===== src/rtl/mips_pkg.sv =====
// Shared fetch-side types and constants.
package mips_pkg;

    localparam int          XLEN             = 32;
    localparam int          INSTR_BYTES      = 4;
    localparam logic [31:0] DEFAULT_RESET_PC = 32'h0000_0000;
    localparam logic [31:0] NOP_INSTR        = 32'h0000_0000;

    typedef struct packed {
        logic [XLEN-1:0] pc;
        logic [XLEN-1:0] instr;
    } fetch_entry_t;

endpackage


===== src/rtl/fetch_unit_if.sv =====
// Fetch-stage bus: instruction memory port, decode handshake and redirect.
interface fetch_unit_if
    import mips_pkg::*;
();
    logic            imem_req;
    logic [XLEN-1:0] imem_addr;
    logic            imem_rvalid;
    logic [XLEN-1:0] imem_rdata;
    logic            instr_valid;
    logic            instr_ready;
    logic [XLEN-1:0] instruction;
    logic [XLEN-1:0] instr_pc;
    logic            redirect;
    logic [XLEN-1:0] redirect_pc;

    modport master (
        output imem_req, imem_addr, instr_valid, instruction, instr_pc,
        input  imem_rvalid, imem_rdata, instr_ready, redirect, redirect_pc
    );

    modport slave (
        input  imem_req, imem_addr, instr_valid, instruction, instr_pc,
        output imem_rvalid, imem_rdata, instr_ready, redirect, redirect_pc
    );
endinterface


===== src/rtl/fetch_queue.sv =====
// Synchronous FIFO with registered storage; a push alongside a pop is accepted even when full.
module fetch_queue #(
    parameter  int DEPTH = 4,
    parameter  int WIDTH = 32,
    localparam int CW    = $clog2(DEPTH + 1),
    localparam int PW    = (DEPTH > 1) ? $clog2(DEPTH) : 1
) (
    input  logic             clk,
    input  logic             rst_n,
    input  logic             flush_i,
    input  logic             push_i,
    input  logic             pop_i,
    input  logic [WIDTH-1:0] data_i,
    output logic [WIDTH-1:0] head_o,
    output logic [CW-1:0]    count_o
);
    logic [WIDTH-1:0] mem_q [DEPTH];
    logic [PW-1:0]    rd_q, rd_d, wr_q, wr_d;
    logic [CW-1:0]    count_q, count_d;
    logic             full, do_pop, do_push;

    function automatic logic [PW-1:0] next_ptr(input logic [PW-1:0] p);
        return (p == PW'(DEPTH - 1)) ? '0 : p + 1'b1;
    endfunction

    assign full    = (count_q == CW'(DEPTH));
    assign do_pop  = pop_i && (count_q != '0);
    assign do_push = push_i && (!full || do_pop);

    always_comb begin
        rd_d    = rd_q;
        wr_d    = wr_q;
        count_d = count_q;
        if (flush_i) begin
            rd_d    = '0;
            wr_d    = '0;
            count_d = '0;
        end else begin
            if (do_push) wr_d = next_ptr(wr_q);
            if (do_pop)  rd_d = next_ptr(rd_q);
            count_d = count_q + CW'(do_push) - CW'(do_pop);
        end
    end

    always_ff @(posedge clk) begin
        if (!rst_n) begin
            rd_q    <= '0;
            wr_q    <= '0;
            count_q <= '0;
        end else begin
            rd_q    <= rd_d;
            wr_q    <= wr_d;
            count_q <= count_d;
        end
    end

    always_ff @(posedge clk) begin
        if (rst_n && !flush_i && do_push) mem_q[wr_q] <= data_i;
    end

    // Upstream credit accounting must never let a lone push reach a full queue.
    always_ff @(posedge clk) begin
        if (rst_n && !flush_i) assert (!(push_i && full && !do_pop));
    end

    assign head_o  = mem_q[rd_q];
    assign count_o = count_q;
endmodule


===== src/rtl/fetch_unit.sv =====
// Instruction fetch stage: PC, memory read credits, wrong-path discard and the decode queue.
module fetch_unit
    import mips_pkg::*;
#(
    parameter logic [31:0] RESET_PC = DEFAULT_RESET_PC,
    parameter int          DEPTH    = 4
) (
    input  logic         clk,
    input  logic         rst_n,
    fetch_unit_if.master bus
);
    localparam int CW = $clog2(DEPTH + 1);

    logic [XLEN-1:0] fetch_pc_q, fetch_pc_d;
    logic [CW-1:0]   outstanding_q, outstanding_d;
    logic [CW-1:0]   discard_q, discard_d;
    logic [CW-1:0]   q_count, tag_count;
    logic [XLEN-1:0] tag_head;
    fetch_entry_t    q_head, q_entry;
    logic            credit_ok, req, rsp, q_push, xfer, valid;

    assign credit_ok = ({1'b0, outstanding_q} + {1'b0, q_count}) < (CW + 1)'(DEPTH);
    assign req       = rst_n && !bus.redirect && credit_ok;
    assign rsp       = rst_n && bus.imem_rvalid;
    assign q_push    = rsp && !bus.redirect && (discard_q == '0);
    assign valid     = (q_count != '0);
    assign xfer      = valid && bus.instr_ready && !bus.redirect;

    assign q_entry.pc    = tag_head;
    assign q_entry.instr = bus.imem_rdata;

    always_comb begin
        fetch_pc_d    = fetch_pc_q;
        outstanding_d = outstanding_q + CW'(req) - CW'(rsp);
        discard_d     = discard_q;
        if (bus.redirect) begin
            fetch_pc_d = {bus.redirect_pc[XLEN-1:2], 2'b00};
            // Everything still in flight belongs to the old path.
            discard_d  = outstanding_q - CW'(rsp);
        end else begin
            if (req) fetch_pc_d = fetch_pc_q + XLEN'(INSTR_BYTES);
            if (rsp && (discard_q != '0)) discard_d = discard_q - 1'b1;
        end
    end

    always_ff @(posedge clk) begin
        if (!rst_n) begin
            fetch_pc_q    <= RESET_PC;
            outstanding_q <= '0;
            discard_q     <= '0;
        end else begin
            fetch_pc_q    <= fetch_pc_d;
            outstanding_q <= outstanding_d;
            discard_q     <= discard_d;
        end
    end

    always_ff @(posedge clk) begin
        if (rst_n) begin
            assert (tag_count == outstanding_q);
            assert (discard_q <= outstanding_q);
        end
    end

    fetch_queue #(.DEPTH(DEPTH), .WIDTH($bits(fetch_entry_t))) u_instr_q (
        .clk     (clk),
        .rst_n   (rst_n),
        .flush_i (bus.redirect),
        .push_i  (q_push),
        .pop_i   (xfer),
        .data_i  (q_entry),
        .head_o  (q_head),
        .count_o (q_count)
    );

    // Tag FIFO is never flushed: discarded responses still pop their tags.
    fetch_queue #(.DEPTH(DEPTH), .WIDTH(XLEN)) u_tag_q (
        .clk     (clk),
        .rst_n   (rst_n),
        .flush_i (1'b0),
        .push_i  (req),
        .pop_i   (rsp),
        .data_i  (fetch_pc_q),
        .head_o  (tag_head),
        .count_o (tag_count)
    );

    assign bus.imem_req    = req;
    assign bus.imem_addr   = fetch_pc_q;
    assign bus.instr_valid = valid;
    assign bus.instruction = valid ? q_head.instr : NOP_INSTR;
    assign bus.instr_pc    = valid ? q_head.pc : '0;
endmodule

===== src/flat_wrapper.sv =====
// flat-port wrapper written by rule: the top's interface ports become plain ports
module fetch_unit_flat import mips_pkg::*;
#(
    parameter logic [31:0] RESET_PC = DEFAULT_RESET_PC,
    parameter int          DEPTH    = 4
)
  (clk, rst_n, bus_imem_req, bus_imem_addr, bus_instr_valid, bus_instruction, bus_instr_pc, bus_imem_rvalid, bus_imem_rdata, bus_instr_ready, bus_redirect, bus_redirect_pc);
  fetch_unit_if bus_i ();
  input  logic clk;
  input  logic rst_n;
  output wire logic [$bits(bus_i.imem_req)-1:0] bus_imem_req;
  output wire logic [$bits(bus_i.imem_addr)-1:0] bus_imem_addr;
  output wire logic [$bits(bus_i.instr_valid)-1:0] bus_instr_valid;
  output wire logic [$bits(bus_i.instruction)-1:0] bus_instruction;
  output wire logic [$bits(bus_i.instr_pc)-1:0] bus_instr_pc;
  input wire logic [$bits(bus_i.imem_rvalid)-1:0] bus_imem_rvalid;
  input wire logic [$bits(bus_i.imem_rdata)-1:0] bus_imem_rdata;
  input wire logic [$bits(bus_i.instr_ready)-1:0] bus_instr_ready;
  input wire logic [$bits(bus_i.redirect)-1:0] bus_redirect;
  input wire logic [$bits(bus_i.redirect_pc)-1:0] bus_redirect_pc;
  assign bus_imem_req = bus_i.imem_req;
  assign bus_imem_addr = bus_i.imem_addr;
  assign bus_instr_valid = bus_i.instr_valid;
  assign bus_instruction = bus_i.instruction;
  assign bus_instr_pc = bus_i.instr_pc;
  assign bus_i.imem_rvalid = bus_imem_rvalid;
  assign bus_i.imem_rdata = bus_imem_rdata;
  assign bus_i.instr_ready = bus_instr_ready;
  assign bus_i.redirect = bus_redirect;
  assign bus_i.redirect_pc = bus_redirect_pc;
  fetch_unit #(.RESET_PC(RESET_PC), .DEPTH(DEPTH)) u_core (.clk(clk), .rst_n(rst_n), .bus(bus_i));
endmodule

===== config.mk =====
export PLATFORM = sky130hd
export DESIGN_NAME = fetch_unit_flat
export DESIGN_NICKNAME = d
export VERILOG_FILES = /design/src/rtl/mips_pkg.sv /design/src/rtl/fetch_unit_if.sv /design/src/rtl/fetch_queue.sv /design/src/rtl/fetch_unit.sv /design/src/flat_wrapper.sv
export SDC_FILE = /design/constraint.sdc
export NUM_CORES = 1
export LEC_CHECK = 0
export CAP_MARGIN = 10
export CELL_PAD_IN_SITES_DETAIL_PLACEMENT = 0
export CELL_PAD_IN_SITES_GLOBAL_PLACEMENT = 2
export CORE_ASPECT_RATIO = 1.5
export CORE_MARGIN = 1.5
export CORE_UTILIZATION = 43
export DETAILED_ROUTE_END_ITERATION = 16
export PLACE_DENSITY = 0.86
export SETUP_SLACK_MARGIN = 0.02
export SYNTH_ARGS = -nofsm -noshare
export SYNTH_HDL_FRONTEND = slang
export SYNTH_HIERARCHICAL = 1
export SYNTH_SLANG_ARGS = --single-unit
export TNS_END_PERCENT = 20

===== constraint.sdc =====
create_clock -name clk -period 4.8 [get_ports clk]
set_input_delay 1.44 -clock clk [delete_from_list [all_inputs] [get_ports clk]]
set_output_delay 1.44 -clock clk [all_outputs]
set_load 0.02 [all_outputs]

==> impl_metrics.ini <==
[run_status]
status = complete, no violations

[global_routing]
grt_max_degree = 59
grt_pass1_vias = 9371
grt_usage_pct = 16.5
overflow = 0
antenna_found_initial = 0
grt_pass1_wl_mm = 52.7

[floorplan]
dieArea_um2 = 41700
initial_core_util_pct = 43.4
fp-row-count = 90
ios = 167
fp.dieH_um = 249
dieWidth_um = 167
coreArea_um2 = 40100

[place]
gp_congestion = 0.747
dp_hpwl_mm = 21.2
portBuffers = 162

[final_layout]
syn_to_final_growth_pct = 21.7
final_nets = 1233
n_antenna_cell = 0
nFillCells = 3204
seq_area_um2 = 12600
drive_gt1_share_pct = 18.4
multi_input_area_um2 = 4510

[cts]
clkSlewWorstSetupHoldPaths_ns = 0.06
postCtsHoldBufs = 0
clockRootBuffer = clkbuf_16
clkLatencyLatePin_ns = 0.54
cts_buffers = 41
post_cts_buffers = 0
cts_resized = 0
cts_tree = built
h-tree-depth = 2
cts_sinks = 438
clock_path_buffers = 3

[synth]
yosysSeqAreaShare_pct = 72.4
synth_top_cell_area_share_pct = 66.2
ys_ff_latch = 438
syn_area_per_cell_um2 = 18.5
synth_cell_type_count = 47
synth_area_um2 = 17400
synth_area_leaders = edfxtp_1 66%, mux4_2 12%, dfxtp_1 6.2%
synth_warnings = 6
synth.largest_area_cell = edfxtp_1
syn_inst = 939

[pwr]
power_w = 0.00793
peakVddDrop_mv = 0.228
power_leakage_nw = 6.86
power_density_nw_per_um2 = 374

[critical_path]
crit_path_top_delay_cell = clkdlybuf4s50_1
critPathMaxFanout = 6
max_stage_delay_ns = 0.64
critPathArrivalTime_ns = 3.02
end_kind = output port
crit_top_cell = clkdlybuf4s50_1
crit_chain = clkdlybuf4s50_1 > nand3_1 > inv_1 > clkdlybuf4s50_1
cp-start-kind = input port
path_class = input port to output port
crit_required_ns = 3.36

[sta]
rsz0062_at_grt = false
tns_ns = 0
relSlewSlack_pct = 28.9
tightest_slew_ns = 1.07
finalCritPeriodShare_pct = 93.0
max_clock_freq_mhz = 224
setup_viol = 0
hold_viol = 0
slew_viol_final = 0
final.min_clock_period_ns = 4.46
finClkSkew_ns = 0.0147

[flow_run]
drv_cap = 0

[drt]
dr_total_vias = 8713
postRouteAntennaNets = 0
wl_per_cell_um = 20.0
via_per_inst = 5.20
drt_pass1_iterations = 4
wirelength_mm = 33.5
drt_iter0_drc = 551
drc = 0

[worst_hold_path]
holdCritPathClass = register to register
==> through the flow <==
stage	std cells	util (%)	setup WS (ns)	hold WS, ns	instance area, um2
finish	1675	52.9	0.336	0.511	21200
detailed placement	1601	49.5	0.253	0.480	19800
global route	1675	52.9	0.157	0.543	21200
CTS	1675	52.9	0.285	0.510	21200
global placement	1601	49.5	0.240	0.470	19800
floorplan	950	-	0.386	0.463	17500
==> kinds of logic (layout without fill, tap and decap cells) <==
| family | after synthesis | after routing | synth area share, % |
|---|---|---|---|
| AO/OA/AOI/OAI | 73 | 73 | 2.53 |
| XOR/XNOR | 35 | 35 | 1.76 |
| adder cells (fa/ha/maj) | 26 | 26 | 2.00 |
| buffers and inverters | 74 | 293 | 1.98 |
| flip-flops | 438 | 438 | 72.4 |
| multiplexers | 96 | 96 | 12.4 |
| other | 1 | 12 | 0.0215 |
| AND/OR/NAND/NOR | 196 | 196 | 6.86 |
==> layout make-up <==
class | instances | share of cell area [%]
Clock buffer | 50 | 5.10
Clock inverter | 24 | 1.25
Inverter | 26 | 0.461
Multi-Input combinational cell | 438 | 21.3
Sequential cell | 438 | 59.6
Tap cell | 506 | 2.99
Timing Repair Buffer | 193 | 9.34
==> path summary, 6_finish.rpt <==
| kind | slack (ns) | depth (start not counted) | end | from |
|---|---|---|---|---|
| worst max-delay path | 0.34 | 4 | bus_imem_req | rst_n |
| worst min-delay path | 0.51 | 2 | register | u_core/u_tag_q/rd_q[0] |
| worst max register to register | 0.99 | 13 | u_core/u_instr_q/count_o[2] | u_core/u_instr_q/count_o[1] |
| worst min register to register | 0.51 | 2 | register | u_core/u_tag_q/rd_q[0] |
==> sequential cells by signal (all words and copies together) (netlist names), named ones only <==
register                  count
u_core/u_tag_q/count_o        3
u_core/discard_q              3
u_core/u_tag_q/wr_q           2
u_core/bus.imem_addr         30
u_core/u_instr_q/mem_q      256
u_core/u_instr_q/rd_q         2
u_core/u_tag_q/mem_q        128
u_core/u_instr_q/count_o      3
u_core/u_instr_q/wr_q         2
u_core/outstanding_q          3
u_core/u_tag_q/rd_q           2
==> placed cells by master (no fill, tap or decap), types with 6 or more instances in the layout <==
cell / instances
nand2_1: 37
buf_4: 21
dfxtp_1: 50
edfxtp_1: 384
and3_1: 6
nand4_1: 12
nor2_1: 8
clkdlybuf4s50_1: 162
conb_1: 12
ha_1: 23
nor4_1: 6
clkinv_1: 7
a21oi_1: 25
inv_1: 26
and2_1: 73
buf_12: 10
clkbuf_16: 41
nand3_1: 14
xor2_1: 15
mux4_2: 96
clkbuf_1: 7
nor3_1: 8
o21ai_0: 31
xnor2_1: 20
==> Yosys cell counts (all sizes together) <==
master,instances
dfxtp,54
nand3,14
nor2,8
fa,3
xnor2,20
a211o,1
or3,4
inv,26
conb,1
edfxtp,384
nor4,9
nor2b,4
nor3,9
o211a,5
o211ai,1
nand2b,3
or4b,2
ha,23
o31ai,6
nand4,14
nand2,37
or2,1
mux4,96
nor4b,1
o21ai,33
and3,12
clkbuf,27
a21boi,1
a211oi,1
xor2,15
a21oi,25
and4,2
and2,75
buf,21
or4,1
==> worst max-delay path: cells and delay by family <==
kind	cells	cell delay, ns
buf+inv	3	1.44
simple gates	1	0.13
==> power by group <==
group | total [W] | leakage (nW) | internal (W) | switching, W
logic | 0.000447 | 2.29 | 0.000206 | 0.000241
clock network | 0.00323 | 0.649 | 0.00188 | 0.00135
registers | 0.00426 | 3.92 | 0.00419 | 0.0000677
==> layer usage <==
| metal | GRT usage (%) | vias to the layer above | wire length, um |
|---|---|---|---|
| li1 | - | 4055 | - |
| met1 | 19.9 | 4433 | 13400 |
| met2 | 30.5 | 180 | 18200 |
| met3 | 2.25 | 45 | 1260 |
| met4 | 4.71 | 0 | 625 |
| met5 | 0 | - | 0 |
(Power assumes the default switching activity.)
